--- config.mk ---
export PLATFORM = sky130hd
export DESIGN_NAME = idli_sqi_m
export DESIGN_NICKNAME = d
export VERILOG_FILES = /design/src/rtl/idli_pkg.sv /design/src/rtl/idli_sqi_m.sv
export SDC_FILE = /design/constraint.sdc
export NUM_CORES = 1
export LEC_CHECK = 0
export BUFFER_PORTS_ARGS = -buffer_cell sky130_fd_sc_hd__buf_2
export CAP_MARGIN = 20
export CORE_MARGIN = 4
export CORE_UTILIZATION = 25
export DETAILED_ROUTE_END_ITERATION = 12
export PLACE_DENSITY = 0.53
export SYNTH_ARGS = -nofsm -noshare
export SYNTH_HDL_FRONTEND = slang
export SYNTH_SLANG_ARGS = --single-unit
--- constraint.sdc ---
create_clock -name i_sqi_gck -period 2.4 [get_ports i_sqi_gck]
set_clock_uncertainty 0.05 [all_clocks]
set_input_delay 0.48 -clock i_sqi_gck [delete_from_list [all_inputs] [get_ports i_sqi_gck]]
set_output_delay 0.48 -clock i_sqi_gck [all_outputs]
set_load 0.01 [all_outputs]
--- src/rtl/idli_pkg.sv ---
// Shared types and constants for the idli core.
// This package holds the SQI read-controller additions.
package idli_pkg;

  typedef logic [3:0] sqi_data_t;

  typedef enum logic [3:0] {
    StIdle,
    StRestart,
    StCmd0,
    StCmd1,
    StAddr0,
    StAddr1,
    StAddr2,
    StAddr3,
    StDummy0,
    StDummy1,
    StData
  } sqi_state_t;

  localparam logic [7:0]  SQI_CMD_READ     = 8'h03;
  localparam int unsigned SQI_DUMMY_CYCLES = 2;

endpackage

--- src/rtl/idli_sqi_m.sv ---
// SQI SRAM sequential-read controller.
// Streams one nibble per unstalled cycle; SCK is gated off to stall the memory.
module idli_sqi_m
  import idli_pkg::*;
(
  input  logic        i_sqi_gck,
  input  logic        i_sqi_rst,
  input  logic        i_sqi_redirect,
  input  logic [15:0] i_sqi_addr,
  input  logic        i_sqi_stall,
  output sqi_data_t   o_sqi_data,
  output logic        o_sqi_data_vld,
  output logic [15:0] o_sqi_addr,
  output logic        o_sqi_cs_n,
  output logic        o_sqi_sck_en,
  output logic [3:0]  o_sqi_sio,
  output logic        o_sqi_sio_oe,
  input  logic [3:0]  i_sqi_sio
);

  sqi_state_t  r_state;
  sqi_state_t  w_state_d;
  logic [15:0] r_addr;
  logic        r_phase;
  sqi_data_t   r_data;
  logic        r_vld;
  logic        w_adv;

  // A nibble is taken only from an unstalled DATA cycle; redirect wins over it.
  assign w_adv = (r_state == StData) && !i_sqi_stall && !i_sqi_redirect;

  always_comb begin
    w_state_d = r_state;
    unique case (r_state)
      StIdle:    w_state_d = StIdle;
      StRestart: w_state_d = StCmd0;
      StCmd0:    w_state_d = StCmd1;
      StCmd1:    w_state_d = StAddr0;
      StAddr0:   w_state_d = StAddr1;
      StAddr1:   w_state_d = StAddr2;
      StAddr2:   w_state_d = StAddr3;
      StAddr3:   w_state_d = StDummy0;
      StDummy0:  w_state_d = (SQI_DUMMY_CYCLES > 1) ? StDummy1 : StData;
      StDummy1:  w_state_d = StData;
      StData:    w_state_d = StData;
      default:   w_state_d = StIdle;
    endcase
    if (i_sqi_redirect) begin
      w_state_d = (r_state == StIdle) ? StCmd0 : StRestart;
    end
  end

  always_comb begin
    o_sqi_cs_n   = 1'b1;
    o_sqi_sck_en = 1'b0;
    o_sqi_sio_oe = 1'b0;
    o_sqi_sio    = 4'h0;
    unique case (r_state)
      StIdle, StRestart: begin
      end
      StCmd0, StCmd1, StAddr0, StAddr1, StAddr2, StAddr3: begin
        o_sqi_cs_n   = 1'b0;
        o_sqi_sck_en = 1'b1;
        o_sqi_sio_oe = 1'b1;
        unique case (r_state)
          StCmd0:  o_sqi_sio = SQI_CMD_READ[7:4];
          StCmd1:  o_sqi_sio = SQI_CMD_READ[3:0];
          StAddr0: o_sqi_sio = r_addr[15:12];
          StAddr1: o_sqi_sio = r_addr[11:8];
          StAddr2: o_sqi_sio = r_addr[7:4];
          default: o_sqi_sio = r_addr[3:0];
        endcase
      end
      StDummy0, StDummy1: begin
        o_sqi_cs_n   = 1'b0;
        o_sqi_sck_en = 1'b1;
      end
      StData: begin
        o_sqi_cs_n   = 1'b0;
        o_sqi_sck_en = !i_sqi_stall;
      end
      default: begin
      end
    endcase
  end

  always_ff @(posedge i_sqi_gck or posedge i_sqi_rst) begin
    if (i_sqi_rst) begin
      r_state <= StIdle;
      r_addr  <= 16'h0000;
      r_phase <= 1'b0;
      r_data  <= 4'h0;
      r_vld   <= 1'b0;
    end else begin
      r_state <= w_state_d;
      r_vld   <= w_adv;
      if (i_sqi_redirect) begin
        r_addr  <= i_sqi_addr;
        r_phase <= 1'b0;
      end else if (w_adv) begin
        r_data  <= i_sqi_sio;
        r_phase <= ~r_phase;
        // Low nibble completes the byte; 0xFFFF wraps like the memory does.
        if (r_phase) begin
          r_addr <= r_addr + 16'd1;
        end
      end
    end
  end

  assign o_sqi_data     = r_data;
  assign o_sqi_data_vld = r_vld;
  assign o_sqi_addr     = r_addr;

endmodule

==> summary.md, run 1 <==
| Metric | Value |
|---|---|
| Result of the run | `complete, no violations` |
| Maximum VDD drop | `around 0.00060 V` |
| Placed cells | `slightly above 300` |
| Post-Syn Area | `between 1500 and 2000 µm²` |
| Worst skew pair latency | `between 0.2 and 0.3 ns` |
| Drt via density | `around 4.9` |
| Vias in the first global route | `~1500` |
| Post-synthesis adder-cell area fraction | `0.0469` |
| Grt ovf | `0` |
| Synth cell types | `35` |
| DR WL/cell | `approximately 14 µm` |
| Final RePlAce weighted congestion | `~0.76` |
| Tmin final | `between 2 and 2.5 ns` |
| Leak pwr | `roughly 0.94 nW` |
| Hold Fails Final Rpt | `0` |
| Maxcap violations | `0` |
| Critical path startpoint category | `flop` |
| Comb power frac | `0.493` |
| Initial core utilization | `0.264` |
| Sw Ratio | `0.394` |
| Iteration-0 DRC Markers | `53` |
| Internal | `between 1 and 1.5 mW` |
| Pre-CTS setup slack | `a little over 0.1 ns` |
| Synth Area in Compound Gates | `0.164` |
| Final core occ | `0.344` |
| FF+latch area | `roughly 650 µm²` |
| Post-synth ARST share | `1.00` |
| Fin crit share | `0.957` |
| Detailed-route DRC error count | `0` |
| Final Max Slew Viols | `0` |
| CTS clk-pin slew, worst paths | `roughly 0.10 ns` |
| Post-synthesis simple-gate area fraction | `0.227` |
| Filler Cells Inserted | `between 600 and 700` |
| R2r setup slk | `0.13 ns` |
| Mapped Cells | `roughly 190` |
| Remaining antenna violation count after routing | `0` |
| Area post-placement | `around 2000 µm²` |
| Worst slew pin tran | `0.529 ns` |
| Die span in x | `a little under 90 µm` |
| Post-Route WL | `4.47 mm` |
| Combined area of the multi-input logic cells | `roughly 900 µm²` |
| TritonCTS Buffers | `3` |
| PortBufs | `roughly 50` |
| Largest net degree at the start of global routing | `27` |
| CTS Sinks | `26` |
| Mapped Nets | `~220` |
| Slew HR | `0.642` |
| CTS Root Cell | `clkbuf_8` |
| First-pass GRT wire length | `approximately 7 mm` |
| Seq/Total Area, Yosys | `0.406` |
| Synth Area per Inst | `8.66 µm²` |
| Clock Power Share | `0.172` |
| Antenna cells | `0` |
| Xor/xnor share of the synthesized area | `0.0492` |
| Share of layout cells above drive strength 1 | `0.333` |
| GRT Util Overall | `0.117` |
| Detailed Place HPWL | `between 3 and 4 mm` |
| Sw power | `0.674 mW` |
| TNS Setup | `0 ns` |
| Flop pwr share | `0.335` |
| Finished Cell Area | `2080 µm²` |
| Height of the chip | `about 88 µm` |
| Ports | `52` |
| CORE AREA | `slightly above 6000 µm²` |
| Number of synthesis warnings | `0` |
| EDFF count, synth | `0` |
| Initial antenna violation count | `0` |
| CTS tree | `built` |
| Power after layout | `between 1.5 and 2 mW` |
| Pwr dens | `between 800 and 900 nW/µm²` |
| CP Max Fanout | `11` |
| Post-CTS Setup Inserts | `0` |
| WP data required | `about 1.9 ns` |
| #FFs+latches synth | `26` |
| Synth-to-layout area growth | `30.2%` |
| RSZ-0062 raised after global routing | `true` |
| Total die area | `a little under 8000 µm²` |
| Total vias in the final route | `~1500` |
| Multiplexer area fraction after synthesis | `0.0531` |
| Rows | `28` |
| Largest family of logic cells by synthesized area | `simple AND/OR/NAND/NOR gates` |
| Main synth FF type | `dfrtp_1` |
| Hold-fix buffers, CTS | `0` |
| Endpoint type of the worst setup path | `primary output` |
| Post-route setup slack | `0.102 ns` |
| TritonRoute pass-1 iters | `4` |
| Hold WC Path Type | `input pin to asynchronous set/reset pin` |
| Finished Layout Cells | `315` |
| CP Class | `flop to primary output` |
| Layout net count | `between 200 and 300` |
| Fmax | `around 440 MHz` |
| Hold WS | `roughly 0.20 ns` |
| Final setup violating endpoints | `0` |
| WP data arrival | `approximately 1.8 ns` |
| Clock buffer depth | `2` |
| H-tree levels | `1` |
==> cell type report <==
| class | instances | share of cell area |
|---|---|---|
| Inverter | 11 | 0.0198 |
| Multi-Input combinational cell | 137 | 0.433 |
| Timing Repair Buffer | 62 | 0.164 |
| Clock buffer | 4 | 0.0264 |
| Sequential cell | 26 | 0.312 |
| Tap cell | 75 | 0.0450 |
==> what timing repair did <==
item | in CTS | in global routing
endpoints found under the setup margin | 1 | 7
pin swaps | 0 | 1
gates resized for setup | 3 | 8
==> cells by family (layout without fill, tap and decap cells) <==
family                   Yosys count  count (layout)
AO/OA/AOI/OAI                     40              40
adder cells (fa/ha/maj)            6               6
buffers and inverters             22              77
XOR/XNOR                           9               9
multiplexers                       8               8
flip-flops                        26              26
AND/OR/NAND/NOR                   74              74
==> layout by cell type, fill, tap and decap left out, types with 2 or more instances in the layout <==
master and count:
o31ai_1 2, o21ai_0 16, clkbuf_8 4, nand3b_1 2, nand4_1 3, a22oi_1 5, nor4_1 2, nand2_1 23
ha_1 2, dfrtp_1 26, inv_1 11, ha_2 3, a22o_1 2, mux2_2 4, buf_2 51, mux2i_1 4
nor3_1 9, xnor2_1 7, nor2_1 15, nor2b_1 4, or4_1 3, nand3_1 5, a31oi_1 6, a222oi_1 2
or3_1 3, xor2_1 2, buf_4 10
==> state kept, by name (all words and copies together) (netlist names) <==
signal	flops
o_sqi_addr	16
o_sqi_data	4
r_state	4
o_sqi_data_vld	1
r_phase	1
==> worst paths after layout <==
check,startpoint,end,cells after the start
min reg2reg,o_sqi_data[1],o_sqi_data[1],1
max in group asynchronous,i_sqi_rst,o_sqi_addr[12],3
min in group i_sqi_gck,i_sqi_addr[1],o_sqi_addr[1],3
max reg2reg,r_state[0],o_sqi_addr[13],6
max,r_state[1],o_sqi_sio[2],7
min,i_sqi_rst,o_sqi_addr[1],3
==> power groups by stage <==
stage                     Clock, mW  Sequential, mW  Combinational (mW)
after CTS                     0.303           0.571               0.805
after global routing          0.321           0.584               0.942
after detailed placement          0           0.580               0.788
after global placement            0           0.579               0.780
after floorplan                   0           0.598               0.473
final                         0.294           0.571               0.842
==> Yosys cell counts (all sizes together) (3+ instances only) <==
cell type   n  area [µm²]
xnor2       7        61.3
mux2        4        45.0
a22oi       5        37.5
dfrtp      26         651
nand2      23        86.3
ha          6        75.1
or4         4        30.0
nor3        9        45.0
nor4        3        18.8
mux2i       4        40.0
inv        11        41.3
nor2b       4        25.0
nand4       3        18.8
nor2       16        60.1
o21ai      17        85.1
nand3       5        25.0
or3         3        18.8
a31oi       6        37.5
clkbuf      9        35.0
==> worst max-delay path, stage by stage, from the launching register on <==
cell,delay (ns)
dfrtp_1,0.43
ha_2,0.21
buf_6,0.14
nor4_2,0.25
buf_4,0.16
nand2_1,0.06
o21ai_0,0.08
buf_2,0.16
==> per-layer routing <==
layer / part of all wire / wire length (µm) / track usage
met1: 0.47 / 2100 / 0.156
met2: 0.47 / 2100 / 0.190
met3: 0.056 / 248 / 0.0263
met4: 0.0056 / 25 / 0.0316
met5: 0 / 0 / 0
(Power assumes the default switching activity.)
==> inputs of run 2 (changes only) <==
- SETUP_SLACK_MARGIN: default -> 0.4
==> run 2 against run 1 <==
Against the previous run:
- die area unchanged
- critical endpoint is now o_sqi_sio[1]
- clock power increased by 30%
- largest cell class unchanged
- critical path depth increased by 1
- wire length increased by 6.5%
- critical path type unchanged
==> summary.md, run 2 (synthesized netlist as in run 1, its figures left out) <==
| Metric | Value |
|---|---|
| Detailed-route DRC error count | `0 (unchanged)` |
| Total die area | `7750 µm² (unchanged)` |
| Endpoint type of the worst setup path | `primary output` |
| Rows | `28 (unchanged)` |
| Slew HR | `0.762 (+0.120)` |
| CP Class | `flop to primary output` |
| GRT Util Overall | `0.128 (+0.0114)` |
| Comb power frac | `0.544 (+0.051)` |
| Ports | `52 (unchanged)` |
| Layout net count | `283 (+4.4%)` |
| H-tree levels | `1 (unchanged)` |
| Finished Layout Cells | `327 (+3.8%)` |
| Clock Power Share | `0.177 (+0.005)` |
| Placed cells | `311 (unchanged)` |
| Maximum VDD drop | `0.000594 V (-0.55%)` |
| Post-Route WL | `4.76 mm (+6.5%)` |
| CP Launch Point | `r_state[0]` |
| Commonest non-fill, non-tap cell in the layout | `buf_2` |
| Drt via density | `4.91 (+0.33%)` |
| Stages on worst setup path | `8 (+1)` |
| Hold Fails Final Rpt | `0 (unchanged)` |
| Remaining antenna violation count after routing | `0 (unchanged)` |
| Worst path cell trace | `inv_4 > ha_4 > buf_4 > clkbuf_16 > a22oi_2 > nand3_1 > a22o_1 > buf_2` |
| Total vias in the final route | `1607 (+4.1%)` |
| Reg2reg path depth | `6 (unchanged)` |
| Result of the run | `complete, no violations` |
| Share of layout cells above drive strength 1 | `0.421 (+0.0873)` |
| Critical path startpoint category | `flop` |
| Final RePlAce weighted congestion | `0.805 (+5.4%)` |
| Initial antenna violation count | `0 (unchanged)` |
| Sw Ratio | `0.380 (-0.0145)` |
| CTS Root Cell | `clkbuf_8` |
| Worst slew pin tran | `0.357 ns (-0.173 ns)` |
| Fmax | `429 MHz (-1.4%)` |
| Hold WC Path Type | `input pin to asynchronous set/reset pin` |
| Worst setup path end | `o_sqi_sio[1]` |
| CORE AREA | `6060 µm² (unchanged)` |
| Slowest CP cell | `dfrtp_2` |
| CTS clk-pin slew, worst paths | `0.10 ns (about the same)` |
| Internal | `1.34 mW (+29%)` |
| TritonRoute pass-1 iters | `4 (unchanged)` |
| DR WL/cell | `14.6 µm (+2.6%)` |
| CTS Sinks | `26 (unchanged)` |
| Crit path max-delay family | `buffers and inverters` |
| PortBufs | `51 (unchanged)` |
| Worst skew pair latency | `0.28 ns (about the same)` |
| Vias in the first global route | `1592 (+4.9%)` |
| Height of the chip | `88.0 µm (unchanged)` |
| Maxcap violations | `0 (unchanged)` |
| Most frequent cells in the layout | `buf_2 (51), nand2_1 (23), dfrtp_1 (23)` |
| Initial core utilization | `0.264 (unchanged)` |
| Final Max Slew Viols | `0 (unchanged)` |
| First-pass GRT wire length | `7.92 mm (+10%)` |
| Max reg flops | `16 (unchanged)` |
| Hold-fix buffers, CTS | `0 (unchanged)` |
| Filler Cells Inserted | `647 (-2.6%)` |
| Antenna cells | `0 (unchanged)` |
| Sw power | `0.819 mW (+22%)` |
| Iteration-0 DRC Markers | `86 (+62%)` |
| Buffers and inverters on the worst path | `4 (+1)` |
| Final setup violating endpoints | `0 (unchanged)` |
| Clock buffer depth | `2 (unchanged)` |
| R2r setup slk | `0.09 ns (-0.04 ns)` |
| Die span in x | `88.0 µm (unchanged)` |
| Tmin final | `2.33 ns (+0.0333 ns)` |
| WP data arrival | `1.80 ns (+0.03 ns)` |
| Largest stage delay, worst path | `0.44 ns (about the same)` |
| CTS tree | `built` |
| Detailed Place HPWL | `3.42 mm (-0.47%)` |
| Grt ovf | `0 (unchanged)` |
| Leak pwr | `1.03 nW (+9.5%)` |
| Flop pwr share | `0.279 (-0.056)` |
| TritonCTS Buffers | `3 (unchanged)` |
| Fin crit share | `0.971 (+0.0139)` |
| RSZ-0062 raised after global routing | `true` |
| WP data required | `1.87 ns (about the same)` |
| Synth-to-layout area growth | `45.5%` |
| Final core occ | `0.385 (+0.0407)` |
| CP Max Fanout | `4 (-7)` |
| Capturing point of the worst reg2reg path | `o_sqi_addr[15]` |
| Pwr dens | `924 nW/µm² (+13%)` |
| R2R Path Start | `r_state[0]` |
| Largest net degree at the start of global routing | `27 (unchanged)` |
run 2: changes by cell type in the layout (fill, tap and decap cells not counted), sizes merged:
cell	change
bufinv	+1
buf	+11
run 2: power by group through the flow:
stage / sequential [mW] / clock, mW / combinational [mW]
after floorplan: 0.598 / 0 / 0.485
after global placement: 0.587 / 0 / 0.769
after detailed placement: 0.590 / 0 / 0.780
after CTS: 0.594 / 0.390 / 0.988
after global routing: 0.615 / 0.407 / 1.29
final: 0.602 / 0.382 / 1.17
run 2: cell type report:
| type | count | area [µm²] | share of cell area |
|---|---|---|---|
| tap | 75 | 93.8 | 0.0403 |
| sequential | 26 | 654 | 0.281 |
| clock inverter | 1 | 30.0 | 0.0129 |
| clock buffer | 3 | 41.3 | 0.0177 |
| inverter | 11 | 43.8 | 0.0188 |
| timing repair buffer | 74 | 474 | 0.203 |
| multi-input combinational | 137 | 993 | 0.426 |
run 2: worst min path at each step:
stage,slack (ns),cells past startpoint,start,to
after CTS,0.20,3,i_sqi_rst,o_sqi_data_vld
after detailed placement,0.44,1,o_sqi_data[2],o_sqi_data[2]
final,0.18,3,i_sqi_rst,o_sqi_data_vld
after global placement,0.44,1,o_sqi_data[2],o_sqi_data[2]
after floorplan,0.47,1,i_sqi_rst,o_sqi_addr[0]
after global routing,0.21,3,i_sqi_rst,o_sqi_data_vld
run 2: through the flow:
stage                     total power [mW]  hold WS (ns)  TNS (ns)  cell area, µm²  setup slack, ns
final                                 2.15         0.184         0            2330           0.0691
after global routing                  2.31         0.210    -0.105            2330          -0.0410
after CTS                             1.97         0.203         0            2210            0.121
after detailed placement              1.37         0.439         0            2000            0.116
after global placement                1.36         0.437         0            2000            0.148
after floorplan                       1.08         0.470         0            1610            0.124
run 2: tightest hold or removal path, cell delays in order:
cell   delay (ns)
buf_2        0.09
inv_1        0.04
buf_4        0.32
run 2: metal layers:
layer / track usage / vias to the layer above / part of all wire
li1: - / 794 / -
met1: 0.181 / 770 / 0.48
met3: 0.0169 / 4 / 0.042
met2: 0.208 / 39 / 0.47
met5: 0 / - / 0
met4: 0.0316 / 0 / 0.0084
run 2: repair_timing:
item                       4_1_cts  5_1_grt
cloned                           0        1
resized for setup               21       16
hold endpoints to repair         0        0
buffers inserted                 7        4
pin swaps                        5        7
setup endpoints to repair       10       20
